===== src/rtl/serial_add_sub_if.sv =====
`default_nettype none
// ---------------------------------------------------------------------------
// serial_add_sub_if : operand/result bus of the digit-serial adder/subtractor
// Rev 1.0
// ---------------------------------------------------------------------------
interface serial_add_sub_if #(
  parameter int WIDTH = 16
);
  logic             start;
  logic             sub;
  logic [WIDTH-1:0] A;
  logic [WIDTH-1:0] B;
  logic             Ci;
  logic             busy;
  logic             done;
  logic [WIDTH-1:0] S;
  logic             Co;
  logic             V;

  modport master (
    output start, sub, A, B, Ci,
    input  busy, done, S, Co, V
  );

  modport slave (
    input  start, sub, A, B, Ci,
    output busy, done, S, Co, V
  );
endinterface
`default_nettype wire


===== src/rtl/serial_add_sub.sv =====
`default_nettype none
// ---------------------------------------------------------------------------
// serial_add_sub : digit-serial adder/subtractor, DIGIT bits per cycle
// Rev 1.0
// ---------------------------------------------------------------------------
module serial_add_sub #(
  parameter int WIDTH = 16,
  parameter int DIGIT = 4
) (
  input  logic            clk,
  input  logic            rst,
  serial_add_sub_if.slave bus
);
  localparam int NUM = WIDTH / DIGIT;
  localparam int CW  = (NUM > 1) ? $clog2(NUM) : 1;

  typedef enum logic [1:0] {
    IDLE = 2'd0,
    RUN  = 2'd1,
    DONE = 2'd2
  } state_t;

  state_t           state;
  logic [CW-1:0]    cnt;
  logic [WIDTH-1:0] a_q;
  logic [WIDTH-1:0] b_q;
  logic [WIDTH-1:0] acc;
  logic             carry;
  logic             busy_q;
  logic             done_q;
  logic [WIDTH-1:0] s_q;
  logic             co_q;
  logic             v_q;

  logic [DIGIT-1:0] a_sl;
  logic [DIGIT-1:0] b_sl;
  logic [DIGIT:0]   slice_sum;
  logic [WIDTH-1:0] full;
  logic             c_msb_in;

  always_comb begin
    a_sl      = a_q[cnt*DIGIT +: DIGIT];
    b_sl      = b_q[cnt*DIGIT +: DIGIT];
    slice_sum = {1'b0, a_sl} + {1'b0, b_sl} + {{DIGIT{1'b0}}, carry};
    full      = acc;
    full[cnt*DIGIT +: DIGIT] = slice_sum[DIGIT-1:0];
    // Carry into the MSB recovered from the MSB's own sum bit
    c_msb_in  = a_q[WIDTH-1] ^ b_q[WIDTH-1] ^ full[WIDTH-1];
  end

  always_ff @(posedge clk) begin
    if (rst) begin
      state  <= IDLE;
      cnt    <= '0;
      a_q    <= '0;
      b_q    <= '0;
      acc    <= '0;
      carry  <= 1'b0;
      busy_q <= 1'b0;
      done_q <= 1'b0;
      s_q    <= '0;
      co_q   <= 1'b0;
      v_q    <= 1'b0;
    end else begin
      case (state)
        IDLE, DONE: begin
          done_q <= 1'b0;
          if (bus.start) begin
            a_q    <= bus.A;
            b_q    <= bus.sub ? ~bus.B : bus.B;
            carry  <= bus.sub ? 1'b1 : bus.Ci;
            cnt    <= '0;
            acc    <= '0;
            busy_q <= 1'b1;
            state  <= RUN;
          end else begin
            state  <= IDLE;
          end
        end
        RUN: begin
          acc   <= full;
          carry <= slice_sum[DIGIT];
          if (cnt == CW'(NUM - 1)) begin
            state  <= DONE;
            busy_q <= 1'b0;
            done_q <= 1'b1;
            s_q    <= full;
            co_q   <= slice_sum[DIGIT];
            v_q    <= slice_sum[DIGIT] ^ c_msb_in;
          end else begin
            cnt <= cnt + 1'b1;
          end
        end
        default: begin
          state  <= IDLE;
          busy_q <= 1'b0;
          done_q <= 1'b0;
        end
      endcase
    end
  end

  assign bus.busy = busy_q;
  assign bus.done = done_q;
  assign bus.S    = s_q;
  assign bus.Co   = co_q;
  assign bus.V    = v_q;
endmodule
`default_nettype wire


===== src/flat_wrapper.sv =====
// flat-port wrapper written by rule: the top's interface ports become plain ports
module serial_add_sub_flat 
#(
  parameter int WIDTH = 16,
  parameter int DIGIT = 4
)
  (clk, rst, bus_start, bus_sub, bus_A, bus_B, bus_Ci, bus_busy, bus_done, bus_S, bus_Co, bus_V);
  serial_add_sub_if #(.WIDTH(WIDTH)) bus_i ();
  input  logic clk;
  input  logic rst;
  input wire logic [$bits(bus_i.start)-1:0] bus_start;
  input wire logic [$bits(bus_i.sub)-1:0] bus_sub;
  input wire logic [$bits(bus_i.A)-1:0] bus_A;
  input wire logic [$bits(bus_i.B)-1:0] bus_B;
  input wire logic [$bits(bus_i.Ci)-1:0] bus_Ci;
  output wire logic [$bits(bus_i.busy)-1:0] bus_busy;
  output wire logic [$bits(bus_i.done)-1:0] bus_done;
  output wire logic [$bits(bus_i.S)-1:0] bus_S;
  output wire logic [$bits(bus_i.Co)-1:0] bus_Co;
  output wire logic [$bits(bus_i.V)-1:0] bus_V;
  assign bus_i.start = bus_start;
  assign bus_i.sub = bus_sub;
  assign bus_i.A = bus_A;
  assign bus_i.B = bus_B;
  assign bus_i.Ci = bus_Ci;
  assign bus_busy = bus_i.busy;
  assign bus_done = bus_i.done;
  assign bus_S = bus_i.S;
  assign bus_Co = bus_i.Co;
  assign bus_V = bus_i.V;
  serial_add_sub #(.WIDTH(WIDTH), .DIGIT(DIGIT)) u_core (.clk(clk), .rst(rst), .bus(bus_i));
endmodule

===== config.mk =====
export PLATFORM = sky130hd
export DESIGN_NAME = serial_add_sub_flat
export DESIGN_NICKNAME = d
export VERILOG_FILES = /design/src/rtl/serial_add_sub_if.sv /design/src/rtl/serial_add_sub.sv /design/src/flat_wrapper.sv
export SDC_FILE = /design/constraint.sdc
export NUM_CORES = 1
export LEC_CHECK = 0
export CORE_MARGIN = 10
export CORE_UTILIZATION = 40
export CTS_CLUSTER_DIAMETER = 100
export DETAILED_ROUTE_END_ITERATION = 8
export PLACE_DENSITY = 0.66
export REMOVE_ABC_BUFFERS = 1
export SETUP_SLACK_MARGIN = 0.2
export SYNTH_ARGS = -nofsm -noshare
export SYNTH_HDL_FRONTEND = slang
export SYNTH_SLANG_ARGS = --single-unit

===== constraint.sdc =====
create_clock -name clk -period 2.8 [get_ports clk]
set_input_delay 0.42 -clock clk [delete_from_list [all_inputs] [get_ports clk]]
set_output_delay 0.42 -clock clk [all_outputs]
set_load 0.005 [all_outputs]

==> run summary <==
The run finished with clean final reports. The repair_antennas step left the layout with diodes totalling 0. STA classifies the critical path endpoint as a flip-flop. The overall via count from detail_route is 2640. The final layout net count is 449. For this run, the leading register cell type out of synthesis is sky130_fd_sc_hd__dfxtp_1. The number of global-route vias before repair came to 2580. Setup slack on the critical path of the routed design comes to 0.290 ns. The final cycle utilization of the critical path came out at 89.6%. Counting tap cells, the placed design contains a total of 491 instances. The pin slew with the least headroom to its limit came out at 0.717 ns. After floorplanning, the core was divided into 32 placement rows. For this run, asynchronously set or reset flops after synthesis account for 0%. The number of synthesized flops with an enable pin is 0.

The number of buffers added by the clock tree synthesis step came out at 9. The average vias per placed instance came out at 5.19. Setup repair after global routing left no endpoint under its margin. The residual antenna-violating net count after detailed routing came out at 0. The global-route usage over all layers came out at 12.7%. The total length of routed wires is 7310 um. The number of buffer cells added on primary ports is 56. The final cell utilization of the core came out at 52.7%.

The tool flagged a number of max-cap violations equal to 0. The area added between synthesis and finish is 28.8%. The unique cell type count in the Yosys netlist came out at 35.

The number of instances in the synthesized netlist came out at 347. Summing every instance area after synthesis gives 3130 um2. In this run the tightest slew margin relative to its limit is 52.2%. The cell sitting at the root of the clock tree is a sky130_fd_sc_hd__clkbuf_8.

The number of endpoints with negative hold slack in the final report is 0. TritonCTS built the clock tree. At the end of routability-driven placement, the weighted congestion stood at 0.835.

The die covers 11800 um2. The fraction of final layout cells with drive strength greater than 1 is 11.3%. The worst clock skew is 0.00744 ns. The required time of the critical path came out at 3.02 ns. The highest clock frequency the design can meet came out at 398 MHz. The worst IR drop on VDD came out at 0.224 mV. The standard cell core area came out at 7650 um2. The source-to-sink clock delay at the later pin of the worst-skew pair came out at 0.34 ns. Setup violations remaining at the end of the flow were counted as 0. The height of the die came out at 108 um.

The number of warnings reported in the yosys synthesis log is 0. For this design the top-level I/O count stands at 57. The number of antenna violations at the first check in global routing came out at 0. The critical register-to-register path startpoint is u_core.cnt[0]$_SDFFE_PP0P_. The analysis attributes to cell leakage a power of 0.00147 uW. The overall power of the completed layout is 2210 uW. The peak fanout along the critical path came out at 7. The number of synthesized register bits is 69. The global-route wire length before repair came out at 12100 um. Prior to clock tree synthesis, the placed netlist has a worst setup slack of 0.00724 ns. The clock net sink count came out at 69. The beginning of the critical path is u_core.cnt[0]$_SDFFE_PP0P_. The number of iterations in the first detailed-routing pass came out at 4. The worst path in the final design needs a cycle of 2.51 ns, including I/O delays and setup.

Entering global routing, the biggest net connects 30 pins. The average cell area after synthesis is 9.01 um2. The die outline width is 108 um. In this run the power density over the cells is 549 nW/um2. The first routing iteration left 112 violations.

The path class of the tightest hold or removal check is flip-flop to flip-flop. In the routed design, unresolved DRC markers number 0. The final count of pins violating max slew is 0. STA classifies the critical path startpoint as a flip-flop. For this run, the register share of the synthesized area comes to 44.2%.

The critical path is of the flip-flop to flip-flop type. The arrival time of data at the critical path endpoint is 2.74 ns. The H-tree was split into 3 levels. Summed over all layers, the global routing overflow is 0. Once detailed placement completed, the half-perimeter wirelength came to 5420 um. The post-route non-filler standard cell count came out at 509. After clock tree synthesis, the clock-pin slew on the worst setup and hold paths is 0.07 ns. The average routed wire per standard cell came out at 14.4 um.

The starting density of the core came out at 40.9%. The source of the worst hold timing path is u_core.a_q[6]$_SDFFE_PP0P_. The maximum root-to-sink buffer count came out at 2. In this run, post-CTS hold repair placed 0 buffers.
-- kinds of logic after synthesis --
family / synth area share (%)
fa+ha+maj: 4.48
xor+xnor: 5.88
flops: 44.2
compound gates: 18.1
simple gates: 16.9
buf+inv: 4.60
mux: 5.88
-- report_power, final --
group	total [uW]	internal (uW)	switching [uW]
logic	368	174	194
registers	1050	1030	28.1
clock network	791	430	361
-- final cells by class --
cell class / instances / area, um2
clock inverter: 5 / 50.0
clock buffer: 11 / 141
sequential: 69 / 1390
fill: 702 / 3620
inverter: 11 / 41.3
multi-input combinational: 242 / 1630
timing repair buffer: 69 / 653
tap: 102 / 128
-- worst max-delay path, cell delays in order, from the launching register on --
cell                       delay [ns]
sky130_fd_sc_hd__dfxtp_4         0.41
sky130_fd_sc_hd__buf_4           0.13
sky130_fd_sc_hd__mux4_2          0.52
sky130_fd_sc_hd__ha_1            0.33
sky130_fd_sc_hd__a21o_1          0.24
sky130_fd_sc_hd__a21oi_2         0.19
sky130_fd_sc_hd__xnor2_2         0.15
sky130_fd_sc_hd__a221oi_1        0.34
sky130_fd_sc_hd__nor3_1          0.09
-- cell usage after synthesis (all sizes together) (2+ instances only) --
cell type	count	area share, %
a211oi	20	4.8
a21oi	28	4.5
a221oi	8	2.2
a22o	6	1.7
a22oi	2	0.48
a31oi	2	0.40
a32o	4	1.3
and2	2	0.40
buf	11	1.6
clkbuf	14	1.7
dfxtp	69	44
fa	2	1.3
ha	8	3.2
inv	11	1.3
mux4	8	5.9
nand2	46	5.5
nand2b	4	0.80
nor2	48	5.8
nor2b	2	0.40
nor3	14	2.2
o21ai	8	1.3
xnor2	20	5.6
-- sequential cells by signal (all words and copies together) (netlist names) --
signal and cells:
u_core.b_q 16, u_core.carry 1, u_core.a_q 16, u_core.bus.busy 1, u_core.bus.Co 1, u_core.state 2, u_core.bus.V 1, u_core.cnt 2
u_core.bus.done 1, u_core.bus.S 16, u_core.acc 12
-- through the flow --
step | setup TNS, ns | hold slack [ns] | cell area [um2]
floorplan | -0.706 | 0.425 | 3020
global placement | 0 | 0.440 | 3800
detailed placement | 0 | 0.447 | 3800
CTS | 0 | 0.457 | 3990
global route | 0 | 0.479 | 4030
finish | 0 | 0.457 | 4030
-- cell usage in the layout (no fill, tap or decap), drive strengths merged, types with 2 or more instances in the layout --
cell type / n
ha: 8
nand2b: 4
clkbuf: 11
inv: 11
clkinv: 4
nor3: 14
a32o: 4
a21oi: 28
buf: 14
xnor2: 20
o21ai: 8
nor2: 48
mux4: 8
a221oi: 8
and2: 2
nand2: 46
dfxtp: 69
a22oi: 2
nor2b: 2
clkdlybuf4s50: 55
a211oi: 20
a22o: 6
fa: 2
a31oi: 2
-- repair_timing --
| action | CTS | global route |
|---|---|---|
| gates resized for setup | 2 | 5 |
| endpoints found under the setup margin | 16 | 9 |
| pin swaps | 0 | 2 |
| setup buffers | 0 | 2 |
-- final timing paths --
check                                       to  depth (start not counted)  slack, ns
setup / recovery  u_core.bus.S[7]$_SDFFE_PP0P_                          8       0.29
hold / removal      u_core.a_q[6]$_SDFFE_PP0P_                          2       0.46
setup reg to reg  u_core.bus.S[7]$_SDFFE_PP0P_                          8       0.29
hold reg to reg     u_core.a_q[6]$_SDFFE_PP0P_                          2       0.46
-- per-layer routing --
layer | track usage, % | vias to the layer above | share of wire (%) | routed length, um
li1 | - | 1324 | - | -
met1 | 14.9 | 1232 | 44 | 3200
met3 | 4.28 | 15 | 5.8 | 426
met2 | 20.8 | 69 | 48 | 3520
met5 | 0 | - | 0 | 0
met4 | 5.65 | 0 | 2.2 | 161
(Power assumes the default switching activity.)
